===== src/rtl/usb_defs_pkg.sv =====
// usb_defs_pkg: shared USB bulk-IN arbiter state encoding and protocol constants
package usb_defs_pkg;
   localparam int EP_W       = 4;
   localparam int HS_MAX_PKT = 512;
   localparam int FS_MAX_PKT = 64;
   typedef enum logic [1:0] {ST_IDLE, ST_ACTIVE, ST_DRAIN, ST_DONE} arb_state_t;
endpackage


===== src/rtl/usb_ep_match.sv =====
// usb_ep_match: maps an endpoint number to the lowest-indexed source bound to it
module usb_ep_match
   import usb_defs_pkg::*;
#(
   parameter int                      NUM_SRC = 2,
   parameter logic [EP_W*NUM_SRC-1:0] EP_LIST = {4'd2, 4'd1}
) (
   input  logic [EP_W-1:0] ep,
   output logic            hit,
   output logic [2:0]      idx
);
   // scan from the top down so the lowest matching index is the one left standing
   always_comb begin
      hit = 1'b0;
      idx = 3'd0;
      for (int i = NUM_SRC - 1; i >= 0; i--)
         if (EP_LIST[EP_W*i +: EP_W] == ep) begin
            hit = 1'b1;
            idx = 3'(i);
         end
   end
endmodule


===== src/rtl/usb_bulk_in_arbiter.sv =====
// usb_bulk_in_arbiter: shares the bulk-IN data path among per-endpoint packet sources
module usb_bulk_in_arbiter
   import usb_defs_pkg::*;
#(
   parameter int                      NUM_SRC         = 2,
   parameter logic [EP_W*NUM_SRC-1:0] EP_LIST         = {4'd2, 4'd1},
   parameter int                      MAX_PACKET_SIZE = HS_MAX_PKT,
   parameter int                      CNT_W           = $clog2(MAX_PACKET_SIZE + 1)
) (
   input  logic                 clk,
   input  logic                 rst_n,
   input  logic                 blk_in_xfer_i,
   input  logic [EP_W-1:0]      blk_xfer_endpoint_i,
   output logic                 has_data_o,
   output logic                 m_tvalid_o,
   input  logic                 m_tready_i,
   output logic                 m_tlast_o,
   output logic [7:0]           m_tdata_o,
   input  logic [NUM_SRC-1:0]   s_has_data_i,
   input  logic [NUM_SRC-1:0]   s_tvalid_i,
   output logic [NUM_SRC-1:0]   s_tready_o,
   input  logic [NUM_SRC-1:0]   s_tlast_i,
   input  logic [8*NUM_SRC-1:0] s_tdata_i,
   output logic                 sel_valid_o,
   output logic [2:0]           sel_index_o,
   output logic                 abort_o
);
   arb_state_t         state, state_nx;
   logic               xfer_q, start, hit, beat, at_max;
   logic [2:0]         sel, idx;
   logic [CNT_W-1:0]   count;
   logic               sel_has, sel_vld, sel_lst;
   logic [7:0]         sel_dat;
   logic [NUM_SRC-1:0] sel_hot;

   usb_ep_match #(.NUM_SRC(NUM_SRC), .EP_LIST(EP_LIST)) u_match (
      .ep (blk_xfer_endpoint_i),
      .hit(hit),
      .idx(idx)
   );

   assign start       = blk_in_xfer_i & ~xfer_q;
   assign at_max      = count == CNT_W'(MAX_PACKET_SIZE - 1);
   assign sel_valid_o = (state == ST_ACTIVE) | (state == ST_DRAIN);
   assign sel_index_o = sel;

   // pick the selected source's stream signals and build its one-hot ready lane
   always_comb begin
      sel_has = 1'b0;
      sel_vld = 1'b0;
      sel_lst = 1'b0;
      sel_dat = 8'd0;
      sel_hot = '0;
      for (int i = 0; i < NUM_SRC; i++)
         if (sel == 3'(i)) begin
            sel_has    = s_has_data_i[i];
            sel_vld    = s_tvalid_i[i];
            sel_lst    = s_tlast_i[i];
            sel_dat    = s_tdata_i[8*i +: 8];
            sel_hot[i] = 1'b1;
         end
   end

   // transaction FSM: forward one packet per IN, split at max size, drain on abort
   always_comb begin
      state_nx   = state;
      has_data_o = 1'b0;
      m_tvalid_o = 1'b0;
      m_tlast_o  = 1'b0;
      m_tdata_o  = 8'd0;
      s_tready_o = '0;
      abort_o    = 1'b0;
      beat       = 1'b0;
      case (state)
         ST_IDLE:
            if (start) state_nx = hit ? ST_ACTIVE : ST_DONE;
         ST_ACTIVE: begin
            has_data_o = sel_has;
            m_tvalid_o = sel_vld;
            m_tlast_o  = sel_lst | at_max;
            m_tdata_o  = sel_dat;
            s_tready_o = m_tready_i ? sel_hot : '0;
            beat       = sel_vld & m_tready_i;
            if (beat & m_tlast_o) state_nx = ST_DONE;
            else if (!blk_in_xfer_i) begin
               state_nx = (count == '0) ? ST_IDLE : ST_DRAIN;
               abort_o  = count != '0;
            end
         end
         ST_DRAIN: begin
            s_tready_o = sel_hot;
            beat       = sel_vld;
            if (beat & (sel_lst | at_max)) state_nx = ST_IDLE;
         end
         ST_DONE:
            if (!blk_in_xfer_i) state_nx = ST_IDLE;
         default: state_nx = ST_IDLE;
      endcase
   end

   // state, transaction edge detect, selection latch and per-segment byte counter
   always_ff @(posedge clk or negedge rst_n) begin
      if (!rst_n) begin
         state  <= ST_IDLE;
         xfer_q <= 1'b0;
         sel    <= 3'd0;
         count  <= '0;
      end else begin
         state  <= state_nx;
         xfer_q <= blk_in_xfer_i;
         if (state == ST_IDLE && start && hit) begin
            sel   <= idx;
            count <= '0;
         end else if (beat) count <= count + CNT_W'(1);
      end
   end
endmodule


===== config.mk =====
export PLATFORM = sky130hd
export DESIGN_NAME = usb_bulk_in_arbiter
export DESIGN_NICKNAME = d
export VERILOG_FILES = /design/src/rtl/usb_defs_pkg.sv /design/src/rtl/usb_ep_match.sv /design/src/rtl/usb_bulk_in_arbiter.sv
export SDC_FILE = /design/constraint.sdc
export NUM_CORES = 1
export LEC_CHECK = 0
export CAP_MARGIN = 20
export CORE_MARGIN = 8
export CORE_UTILIZATION = 40
export DETAILED_ROUTE_END_ITERATION = 7
export PLACE_DENSITY_LB_ADDON = 0.3
export SLEW_MARGIN = 20
export SYNTH_ARGS = -nofsm -noshare
export SYNTH_HDL_FRONTEND = slang
export SYNTH_HIERARCHICAL = 1
export SYNTH_SLANG_ARGS = --single-unit

===== constraint.sdc =====
create_clock -name clk -period 2.33 [get_ports clk]
set_clock_uncertainty 0.05 [all_clocks]
set_input_delay 0.466 -clock clk [delete_from_list [all_inputs] [get_ports clk]]
set_output_delay 0.466 -clock clk [all_outputs]
set_load 0.02 [all_outputs]

======== Word-level counts from Yosys, hierarchy flattened ========
Cells that the tools add are included.
word-level totals
  register bits after elaboration ......... 16
  bits in latches ......................... 0
  memory bits (writable) .................. 0
  memory bits (read-only) ................. 0
  input bits .............................. 30
  output and inout port bits .............. 18
  memories kept ........................... 0
cells by class
  $add $sub $neg .......................... 1
  multiply operators ...................... 0
  divide/modulo/power cells ............... 0
  magnitude comparators ................... 0
  equal/unequal tests ..................... 11
  shifts and indexed selects .............. 0
  multiplexer cells ....................... 34
  bitwise operators ....................... 7
  reduce and logical (&&, ||, !) cells .... 8
operator list
  kind                                                                      count
  8-bit 2-to-1 mux                                                          3
  10-bit 2-to-1 mux                                                         2
  1-bit 2-to-1 mux                                                          18
  2-bit 2-to-1 mux                                                          8
  10-bit by 1-bit adder with 10-bit output (second input constant)          1
  10-bit by 9-bit == test with 1-bit output (second input constant)         1
  10-bit zero test                                                          1
  10-bit nonzero test                                                       1
  2-bit case mux with 4 select lines                                        1
  1-bit AND                                                                 4
  1-bit by 4-bit == test with 1-bit output (first input constant)           1
  2-bit == test (second input constant)                                     2
  2-bit by 4-bit == test with 1-bit output (first input constant)           1
  2-bit inequality test (second input constant)                             2
  2-bit case mux with 2 select lines                                        1
  4-bit AND reduction                                                       1
  3-bit by 1-bit == test with 1-bit output (second input constant)          1
  3-bit zero test                                                           1
  3-bit by 2-bit inequality test with 1-bit output (second input constant)  1
  2-bit by 1-bit == test with 1-bit output (second input constant)          1
  1-bit logical AND                                                         2
  2-bit zero test                                                           1
  2-bit by 1-bit inequality test with 1-bit output (second input constant)  1
  1-bit OR                                                                  2
  3 further kinds                                                           3

======== Depth between registers and ports, before layout ========
Gate-level depths: netlist of run 1.
  depth in word-level cells ............... 7
  gate-level depth with buffers ........... 9
  depth with buffers taken out ............ 7

======== By module ========
The synthesis of run 1 kept the hierarchy.
by module, submodules not included
  module               times used  cells each  area each (µm²)  sequential area each (µm²)
  usb_bulk_in_arbiter  1           129         1181.1           400.4
  usb_ep_match         1           6           41.3             0.0

======== Worst setup path after synthesis of run 1 ========
OpenSTA, ideal clock, no wires.
  path type ............................... flip-flop to output port
  from .................................... register state[0]
  to ...................................... output port s_tready_o[1]
  data arrival time ....................... 1.762 ns
  data required time ...................... 1.814 ns
  setup slack ............................. 0.052 ns
  cell stages (with the launch flop) ...... 5
  path through ............................ dfrtp_1 -> inv_1 -> ha_1 -> o21ai_0 -> nor4b_1
on the way
  word-level cells in the longest chain between the ends .. 2
  elaborated cells between the ends (all ways) .. 3
ends and longest elaborated chain
  what                                                                       RTL line                    source
  start: declaration                                                         usb_bulk_in_arbiter.sv:28   arb_state_t state, state_nx;
  start signal: assignment                                                   usb_bulk_in_arbiter.sv:109  state <= state_nx;
  2-bit == test or 2-bit by 1-bit == test with 1-bit output (tied branches)  usb_bulk_in_arbiter.sv:74   case (state)
  2-bit case mux with 2 select lines *                                       usb_bulk_in_arbiter.sv:74
  end: declaration                                                           usb_bulk_in_arbiter.sv:21   output logic [NUM_SRC-1:0] s_tready_o,
Every way passes the cells marked *; elsewhere a longest branch is shown, timed or not.

======== Worst setup path after layout of run 1 ========
  from .................................... register state[0]
  to ...................................... output port sel_valid_o
on the way
  word-level cells in the longest chain between the ends .. 2
  elaborated cells between the ends (all ways) .. 3
ends and longest elaborated chain
  what                                                                       RTL line                   source
  2-bit by 1-bit == test with 1-bit output or 2-bit == test (tied branches)  usb_bulk_in_arbiter.sv:44  assign sel_valid_o = (state == ST_ACTIVE) | (state == ST_DRAIN);
  1-bit OR *                                                                 usb_bulk_in_arbiter.sv:44
  end: declaration                                                           usb_bulk_in_arbiter.sv:24  output logic sel_valid_o,
Marked as above.

==> metrics.md, run 1 <==
| Metric | Value |
|---|---|
| Result of the run | `finished, final reports clean` |
| Vias in the first global route | `1,241` |
| VDD IR-drop max | `0.6569 mV` |
| Synthesized flop and latch total | `16` |
| DRC violations left | `0` |
| Antenna-violating nets left | `0` |
| CTS Buffer Depth | `2` |
| Tcrit/Tclk final | `0.9672` |
| Core area | `between 2000 and 3000 sq um` |
| Final Hold Fails | `0` |
| Dpl cells | `232` |
| CTS tree | `built` |
| Ports | `48` |
| Max cap viols | `0` |
| Die height | `71.28 microns` |
| CTS Buf Count | `3` |
| Worst Setup Start Kind | `register` |
| Skew-Pair Late Insertion Delay | `0.29 ns` |
| Top cells by count, synth | `nor2_1, dfrtp_1, mux2i_1` |
| Post-synth EDFFs | `0` |
| Pre-CTS setup slack | `-0.3810 ns` |
| Clock transition at the registers of the reported paths | `about 0.090 ns` |
| First drt pass iteration count | `4` |
| Final Wtd Congestion | `~0.83` |
| WP data required | `1.81 ns` |
| Clk root buf | `clkbuf_4` |
| Die Wd | `71.28 microns` |
| Most frequent cell after synthesis | `nor2_1` |
| Tmin final | `2.254 ns` |
| Area contributors post-synth | `dfrtp_1, mux2i_1, ha_1` |
| Pwr dens | `887.6 nW/um^2` |
| H-tree levels | `1` |
| Most common flop cell mapped by yosys | `dfrtp_1` |
| Initial DRC count | `49` |
| Final #Nets | `240` |
| Maximum number of pins on one net before global-route repair | `17` |
| Area leader, netlist | `dfrtp_1` |
| P&R area growth vs syn | `54.35%` |
| Critical path origin | `state[0]` |
| Pins Over Slew Limit | `0` |
| Min-delay worst type | `in -> async` |
| Antenna cells | `0` |
| Slew @ Worst Pin | `about 0.71 ns` |
| DP Wirelength | `around 3000 microns` |
| Post-Route WL | `3611 microns` |
| FFs w/ async S/R, synth | `1.000` |
| Post-Syn Area | `1222 sq um` |
| Via count | `1,205` |
| Final count of negative-setup-slack endpoints | `0` |
| Maximum fanout along the worst path | `3` |
| Port bufs | `47` |
| Clk sinks | `16` |
| Starting density of the core | `0.4105` |
| Antenna violations before repair | `0` |
| Leak | `around 0.0008 uW` |
| Row count | `20` |
| Final WS setup | `0.07631 ns` |
| Setup CP Type | `reg -> out` |
| GRT Overall Usage | `0.1387` |
| Postcts setup bufs | `0` |
| Worst r2r src | `state[1]` |
| First-pass GRT wire length | `5761 microns` |
| Synth warn | `6` |
| WP data arrival | `~1.7 ns` |
| Cells after Synth | `135` |
| Synth top area share | `0.3275` |
| Max Freq | `443.7 MHz` |
| Final instance count without filler cells | `236` |
| Die Footprint | `just over 5000 sq um` |
| Unrepaired setup endpoints after global routing | `false` |
| Avg Synthesized Cell Area | `roughly 9 sq um` |
| DR vias/cell | `5.106` |
| WL/cell | `between 15 and 20 microns` |
| Synth cell types | `40` |
| Total gr overflow | `0` |
| Slew HR | `0.5224` |
| Sequential fraction of the synthesis area | `0.3275` |
| CP Capture Type | `output port` |
| Share of cells above drive strength 1 | `0.2217` |
cell families (layout without fill, tap and decap cells):
family	count (synthesis)	count (layout)	share of synthesized area
AO/OA/AOI/OAI	20	20	0.1136
XOR/XNOR	7	7	0.05015
adder cells (fa/ha/maj)	6	6	0.06141
buffers and inverters	16	83	0.06243
flip-flops	16	16	0.3275
multiplexers	16	16	0.1361
other	1	2	0.003068
AND/OR/NAND/NOR	53	53	0.2457
power breakdown:
group | internal (uW) | switching [uW]
clock network | 95.2 | 87.1
registers | 348 | 57.9
logic | 522 | 564
total | 966 | 709
per-layer routing:
metal  track usage  share of wire  vias up
met5             0              0        -
met4       0.03464         0.0075        0
met3       0.02510          0.054        4
met2        0.2582           0.51       31
met1        0.1567           0.42      562
li1              -              -      608
sequential cells by signal, summed over array words and instances, names as in the netlist:
name / cells
sel_index_o: 3
state: 2
xfer_q: 1
count: 10
repair_timing:
item,4_1_cts,5_1_grt
gates cloned,0,0
hold buffers,0,0
setup endpoints to repair,14,13
resized for setup,24,12
pin swaps,0,2
critical path: stages (launching register included):
cell and delay, ns:
dfrtp_1 0.37, inv_1 0.07, ha_1 0.30, buf_4 0.11, clkdlybuf4s50_1 0.59
stage by stage:
step	total power [uW]	utilization	instance area, sq um	hold WS [ns]	TNS [ns]
CTS	1685	0.6361	1894	0.5672	0
finish	1675	0.6336	1887	0.5463	0
global route	1798	0.6336	1887	0.6027	0
global placement	1512	0.6273	1868	0.5052	-1.172
detailed placement	1542	0.6273	1868	0.5536	-1.273
floorplan	999.3	-	1226	0.1204	0
cell type report:
cell class                 instances  area, sq um
multi-input combinational        104        758.2
tap                               33        41.29
fill                             255         1091
sequential                        16        400.4
clock buffer                       4        36.28
inverter                           9        33.78
timing repair buffer              70        616.8
path summary, 6_finish.rpt:
| path | cells after the start | slack [ns] | endpoint |
|---|---|---|---|
| worst max-delay path | 4 | 0.08 | sel_valid_o |
| worst min-delay path | 1 | 0.55 | count[4] |
| worst max register to register | 8 | 0.41 | count[4] |
| worst min register to register | 2 | 0.58 | count[9] |
| max in group asynchronous | 1 | 1.23 | state[0] |
| min in group clk | 2 | 0.58 | count[9] |
placed cells by master (no fill, tap or decap), types with 2 or more instances in the layout:
master	instances
dlygate4sd2_1	6
o21ai_0	4
or3_1	2
conb_1	2
clkdlybuf4s15_1	3
mux2_2	3
nor3_2	4
clkbuf_4	3
nor4_2	2
buf_4	23
nand2_1	6
mux2i_1	11
nor4b_1	2
clkbuf_2	2
dfrtp_1	16
o211ai_1	2
inv_1	9
ha_1	6
nand2b_1	3
a21oi_1	5
nor3_1	3
nand3_1	3
clkdlybuf4s50_1	33
nor2_1	18
xnor2_1	7
mux2_1	2
buf_2	2
Power figures use the tool's default switching activity.
==> run 2: changes to the inputs <==
--- a/config.mk
+++ b/config.mk
@@ -6,11 +6,14 @@
 export NUM_CORES = 1
 export LEC_CHECK = 0
 export CAP_MARGIN = 20
+export CELL_PAD_IN_SITES_DETAIL_PLACEMENT = 1
+export CELL_PAD_IN_SITES_GLOBAL_PLACEMENT = 1
 export CORE_MARGIN = 8
-export CORE_UTILIZATION = 40
+export CORE_UTILIZATION = 31
+export CTS_CLUSTER_DIAMETER = 40
 export DETAILED_ROUTE_END_ITERATION = 7
 export PLACE_DENSITY_LB_ADDON = 0.3
-export SLEW_MARGIN = 20
+export SLEW_MARGIN = 30
 export SYNTH_ARGS = -nofsm -noshare
 export SYNTH_HDL_FRONTEND = slang
 export SYNTH_HIERARCHICAL = 1
==> run 2 against run 1 <==
  * Utilization decreased by 12 points
  * Die area is 22% higher
  * Sequential share of layout area down 0.99 points
  * Power up 10%
==> metrics.md, run 2 (same netlist as run 1, synthesis figures left out) <==
| Metric | Value |
|---|---|
| Most common cell after layout, fill and taps aside | `clkdlybuf4s50_1 (unchanged)` |
| DRC violations left | `0 (unchanged)` |
| Max Freq | `441.9 MHz (was 443.7 MHz)` |
| Leak | `0.0008654 uW (was 0.0008197 uW)` |
| Starting density of the core | `0.3147 (was 0.4105)` |
| VDD IR-drop max | `0.5023 mV (was 0.6569 mV)` |
| Clock transition at the registers of the reported paths | `0.06 ns (was 0.09 ns)` |
| WP data arrival | `1.75 ns (was 1.74 ns)` |
| Antenna-violating nets left | `0 (unchanged)` |
| Vias in the first global route | `1,445 (was 1,241)` |
| Initial DRC count | `25 (was 49)` |
| Largest reg by FF count | `count (unchanged)` |
| Core area | `3885 sq um (was 2978 sq um)` |
| Slew @ Worst Pin | `0.7442 ns (was 0.7142 ns)` |
| Via count | `1,267 (was 1,205)` |
| Final WS setup | `0.06693 ns (was 0.07631 ns)` |
| Result of the run | `finished, final reports clean (unchanged)` |
| Pwr dens | `934.2 nW/um^2 (was 887.6 nW/um^2)` |
| Maximum number of pins on one net before global-route repair | `17 (unchanged)` |
| Comb pwr share | `0.639 (was 0.648)` |
| CP Capture Type | `output port (unchanged)` |
| First drt pass iteration count | `4 (unchanged)` |
| Net Sw Power | `779.5 uW (was 709.3 uW)` |
| Final Wtd Congestion | `0.8355 (was 0.8335)` |
| Row count | `23 (was 20)` |
| CTS Buf Count | `3 (unchanged)` |
| DP Wirelength | `3517 microns (was 2987 microns)` |
| Min-delay worst type | `reg -> reg (was in -> async)` |
| Slew HR | `0.5023 (was 0.5224)` |
| Tmin final | `2.263 ns (was 2.254 ns)` |
| Clk sinks | `16 (unchanged)` |
| P&R area growth vs syn | `61.92% (was 54.35%)` |
| GRT Overall Usage | `0.1424 (was 0.1387)` |
| Int Pwr | `1070 uW (was 965.5 uW)` |
| Power, Total | `1849 uW (was 1675 uW)` |
| Clock share of power | `0.134 (was 0.109)` |
| Final count of negative-setup-slack endpoints | `0 (unchanged)` |
| Die Footprint | `6209 sq um (was 5081 sq um)` |
| CTS tree | `built (unchanged)` |
| Setup CP Type | `in -> out (was reg -> out)` |
| Tcrit/Tclk final | `0.9713 (was 0.9672)` |
| Pins Over Slew Limit | `0 (unchanged)` |
| Total gr overflow | `0 (unchanged)` |
| Die Wd | `78.80 microns (was 71.28 microns)` |
| Sw Share | `0.4216 (was 0.4235)` |
| Share of cells above drive strength 1 | `0.2415 (was 0.2217)` |
| Reg power frac | `0.227 (was 0.243)` |
| Die height | `78.80 microns (was 71.28 microns)` |
| Most frequent cells in the layout | `clkdlybuf4s50_1, buf_4, nor2_1 (unchanged)` |
| Max FFs per register | `10 (unchanged)` |
| Maximum fanout along the worst path | `2 (was 3)` |
| Top delay family on crit path | `buffers and inverters (unchanged)` |
| WP buf/inv | `2 (was 3)` |
| Final #Nets | `244 (was 240)` |
| Antenna cells | `0 (unchanged)` |
| Clk root buf | `clkbuf_8 (was clkbuf_4)` |
| CP max stage delay | `0.48 ns (was 0.59 ns)` |
| H-tree levels | `1 (unchanged)` |
| Final Hold Fails | `0 (unchanged)` |
| Port bufs | `47 (unchanged)` |
| Worst Setup Start Kind | `primary input (was register)` |
| CTS Buffer Depth | `2 (unchanged)` |
| Ports | `48 (unchanged)` |
| First-pass GRT wire length | `7141 microns (was 5761 microns)` |
| Skew-Pair Late Insertion Delay | `0.25 ns (was 0.29 ns)` |
| Max cap viols | `0 (unchanged)` |
| Pre-CTS setup slack | `-0.3975 ns (was -0.3810 ns)` |
| Unrepaired setup endpoints after global routing | `false (unchanged)` |
| Post-Route WL | `4363 microns (was 3611 microns)` |
| WP data required | `1.81 ns (about the same)` |
| Crit-path slowest cell | `clkdlybuf4s50_1 (unchanged)` |
| WL/cell | `16.98 microns (was 15.30 microns)` |
| CP Cell Sequence | `clkdlybuf4s50_1 -> and2_1 -> o21ai_1 -> nor4_1 -> buf_2 (was inv_1 -> ha_1 -> buf_4 -> clkdlybuf4s50_1)` |
| Antenna violations before repair | `0 (unchanged)` |
| DR vias/cell | `4.930 (was 5.106)` |
## run 2: path summary, 6_finish.rpt
kind                            start            end  slack, ns  cells after the start
max reg2reg                  count[1]       state[1]       0.34                      7
min in group asynchronous       rst_n       count[7]       0.60                      1
max                        m_tready_i  s_tready_o[0]       0.07                      5
min                          count[1]       count[1]       0.55                      2
min reg2reg                  count[1]       count[1]       0.55                      2
max in group asynchronous       rst_n       state[1]       1.16                      1
## run 2: layout make-up
class,instances,area (sq um)
fillers,478,1906
multi-input cells,104,769.5
repair buffers,74,658.1
flip-flops and latches,16,400.4
well taps,50,62.56
clock buffers,4,55.05
inverters,9,33.78
## run 2: what timing repair did
action                                  4_1_cts  5_1_grt
resized for setup                            27        9
setup buffers                                 0        0
pin swaps                                     0        1
hold buffers                                  0        0
endpoints found under the setup margin       14        6
## run 2: power groups by stage
stage	clock network (uW)	logic [uW]	registers, uW
after floorplan	0	559	440
final	248	1180	420
after global placement	0	1160	411
after global routing	269	1300	428
after detailed placement	0	1220	420
after CTS	257	1190	418
## run 2: stage by stage
step | setup TNS, ns | instances | cell area, sq um | utilization | hold WS, ns
6_report | 0 | 257 | 1979 | 0.5095 | 0.5480
5_1_grt | 0 | 257 | 1979 | 0.5095 | 0.6005
4_1_cts | -0.02287 | 257 | 1982 | 0.5101 | 0.5448
3_5_place_dp | -1.568 | 253 | 1932 | 0.4973 | 0.5264
3_3_place_gp | -1.307 | 253 | 1932 | 0.4973 | 0.5098
2_1_floorplan | 0 | 136 | 1226 | - | 0.1204
## run 2: worst register-to-register path: cells and delay by family, from the launching register on
| kind | cells | cell delay, ns |
|---|---|---|
| AO/OA/AOI/OAI | 2 | 0.41 |
| adder cells (fa/ha/maj) | 1 | 0.19 |
| buffers and inverters | 1 | 0.15 |
| flip-flops | 1 | 0.39 |
| multiplexers | 1 | 0.34 |
| AND/OR/NAND/NOR | 2 | 0.34 |
## run 2: routing by layer
metal | vias up | wire, microns | global-route usage
met2 | 28 | 2280 | 0.2593
met4 | 0 | 68 | 0.05556
met5 | - | 0 | 0
met3 | 7 | 210 | 0.02596
li1 | 618 | - | -
met1 | 614 | 1802 | 0.1599
==> run 3: changes to the inputs <==
--- a/config.mk
+++ b/config.mk
@@ -8,6 +8,7 @@
 export CAP_MARGIN = 20
 export CELL_PAD_IN_SITES_DETAIL_PLACEMENT = 1
 export CELL_PAD_IN_SITES_GLOBAL_PLACEMENT = 1
+export CORE_ASPECT_RATIO = 1.75
 export CORE_MARGIN = 8
 export CORE_UTILIZATION = 31
 export CTS_CLUSTER_DIAMETER = 40
==> run 3 against run 2 <==
  * Power up 2.4%
  * Count of clock-buffer cells in the layout unchanged
  * Hold slack better by 0.0097 ns
  * Final area up 0.19%
  * Sequential cell count unchanged
  * Sequential power down 2%
  * Register-to-register slack worse by 0.03 ns
==> metrics.md, run 3 (same netlist as run 1, synthesis figures left out) <==
| Metric | Value |
|---|---|
| Core area | `3829 sq um (was 3885 sq um)` |
| Initial DRC count | `32 (was 25)` |
| Result of the run | `finished, final reports clean (unchanged)` |
| Ports | `48 (unchanged)` |
| Worst Setup Start Kind | `primary input (unchanged)` |
| Max Freq | `438.4 MHz (was 441.9 MHz)` |
| Antenna cells | `0 (unchanged)` |
| Min-delay worst type | `reg -> reg (unchanged)` |
| Final #Nets | `246 (was 244)` |
| Die Footprint | `6288 sq um (was 6209 sq um)` |
| Maximum number of pins on one net before global-route repair | `17 (unchanged)` |
| CTS tree | `built (unchanged)` |
| WP data required | `1.81 ns (about the same)` |
| Tcrit/Tclk final | `0.9790 (was 0.9713)` |
| Clock transition at the registers of the reported paths | `0.06 ns (about the same)` |
| Most common cell after layout, fill and taps aside | `clkdlybuf4s50_1 (unchanged)` |
| Max cap viols | `0 (unchanged)` |
| Post-DP Area | `1917 sq um (was 1932 sq um)` |
| DR vias/cell | `4.996 (was 4.930)` |
| First-pass GRT wire length | `7134 microns (was 7141 microns)` |
| Total gr overflow | `0 (unchanged)` |
| Leak | `0.0008663 uW (was 0.0008654 uW)` |
| VDD IR-drop max | `0.4966 mV (was 0.5023 mV)` |
| Starting density of the core | `0.3193 (was 0.3147)` |
| CTS Buffer Depth | `2 (unchanged)` |
| Max FFs per register | `10 (unchanged)` |
| Clk sinks | `16 (unchanged)` |
| Final count of negative-setup-slack endpoints | `0 (unchanged)` |
| Most frequent cells in the layout | `clkdlybuf4s50_1, buf_4, nor2_1 (unchanged)` |
| Skew-Pair Late Insertion Delay | `0.25 ns (about the same)` |
| Power, Total | `1893 uW (was 1849 uW)` |
| WP data arrival | `1.77 ns (was 1.75 ns)` |
| Layout fillers | `478 (unchanged)` |
| P&R area growth vs syn | `62.23% (was 61.92%)` |
| CTS Buf Count | `3 (unchanged)` |
| First drt pass iteration count | `4 (unchanged)` |
| Antenna-violating nets left | `0 (unchanged)` |
| Final Hold Fails | `0 (unchanged)` |
| Row count | `30 (was 23)` |
| H-tree levels | `1 (unchanged)` |
| Post-Route WL | `4468 microns (was 4363 microns)` |
| Pwr dens | `954.5 nW/um^2 (was 934.2 nW/um^2)` |
| DRC violations left | `0 (unchanged)` |
| Crit-path slowest cell | `clkdlybuf4s50_1 (unchanged)` |
| Fin area | `1983 sq um (was 1979 sq um)` |
| Maximum fanout along the worst path | `3 (was 2)` |
| WL/cell | `17.39 microns (was 16.98 microns)` |
| Die Wd | `63.47 microns (was 78.80 microns)` |
| Share of cells above drive strength 1 | `0.2632 (was 0.2415)` |
| Via count | `1,284 (was 1,267)` |
| Post-CTS Hold Fix Bufs | `0 (unchanged)` |
| GRT Overall Usage | `0.1423 (was 0.1424)` |
| Port bufs | `47 (unchanged)` |
| Final Wtd Congestion | `0.8225 (was 0.8355)` |
| Unrepaired setup endpoints after global routing | `true (was false)` |
| DP Wirelength | `3644 microns (was 3517 microns)` |
| Antenna violations before repair | `0 (unchanged)` |
| Slew HR | `0.4931 (was 0.5023)` |
| Tmin final | `2.281 ns (was 2.263 ns)` |
| CP max stage delay | `0.51 ns (was 0.48 ns)` |
| Slew @ Worst Pin | `0.7580 ns (was 0.7442 ns)` |
| CP Capture Type | `output port (unchanged)` |
| Largest reg by FF count | `count (unchanged)` |
| Clk root buf | `clkbuf_8 (unchanged)` |
| CP Cell Sequence | `clkdlybuf4s50_1 -> and2_1 -> o21ai_2 -> nor4_2 -> buf_4 (was clkdlybuf4s50_1 -> and2_1 -> o21ai_1 -> nor4_1 -> buf_2)` |
| Vias in the first global route | `1,429 (was 1,445)` |
| Pins Over Slew Limit | `0 (unchanged)` |
| Setup CP Type | `in -> out (unchanged)` |
| Die height | `99.07 microns (was 78.80 microns)` |
[run 3: worst paths after layout]
check	cells past startpoint	start	endpoint	slack [ns]
max reg2reg	7	count[1]	state[1]	0.31
min reg2reg	2	count[9]	count[9]	0.56
max in group asynchronous	1	rst_n	xfer_q	1.15
max	5	m_tready_i	s_tready_o[0]	0.05
min	2	count[9]	count[9]	0.56
min in group asynchronous	1	rst_n	count[1]	0.61
[run 3: metal layers]
metal,vias to the layer above,part of all wire,GRT usage,routed length (microns)
met5,-,0,0,0
met1,612,0.36,0.1350,1622
li1,621,-,-,-
met2,46,0.56,0.2763,2506
met3,5,0.062,0.03977,276
met4,0,0.014,0.05009,64
[run 3: final cells by class]
type	instances	area, sq um	share of cell area
Multi-Input combinational cell	104	778.2	0.3924
Tap cell	48	60.06	0.03028
Clock buffer	4	55.05	0.02776
Inverter	9	33.78	0.01703
Timing Repair Buffer	76	655.6	0.3306
Sequential cell	16	400.4	0.2019
[run 3: critical path: cells and delay by family]
kind / cells / cell delay (ns)
compound gates: 1 / 0.09
simple gates: 2 / 0.49
buf+inv: 2 / 0.71
[run 3: metrics by stage]
| stage | hold slack, ns | instances | TNS [ns] | setup WS, ns | utilization |
|---|---|---|---|---|---|
| final | 0.5577 | 257 | 0 | 0.04895 | 0.5180 |
| after global routing | 0.6035 | 257 | -0.03521 | -0.02494 | 0.5180 |
| after CTS | 0.5618 | 257 | -0.1385 | -0.1385 | 0.5154 |
| after detailed placement | 0.5447 | 251 | -1.606 | -0.4787 | 0.5007 |
| after global placement | 0.5048 | 251 | -1.454 | -0.4110 | 0.5007 |
| after floorplan | 0.1204 | 136 | 0 | 0.05230 | - |
[run 3: timing repair]
action                                 4_1_cts  5_1_grt
pin swaps                                    1        2
endpoints found under the hold margin        0        0
gates resized for setup                     25       15
setup buffers                                2        0
setup endpoints to repair                   14        6
[run 3: report_power, final]
part	internal, uW	total, uW	switching (uW)
clock	150	248	97.6
combinational	583	1230	651
sequential	349	411	62.0
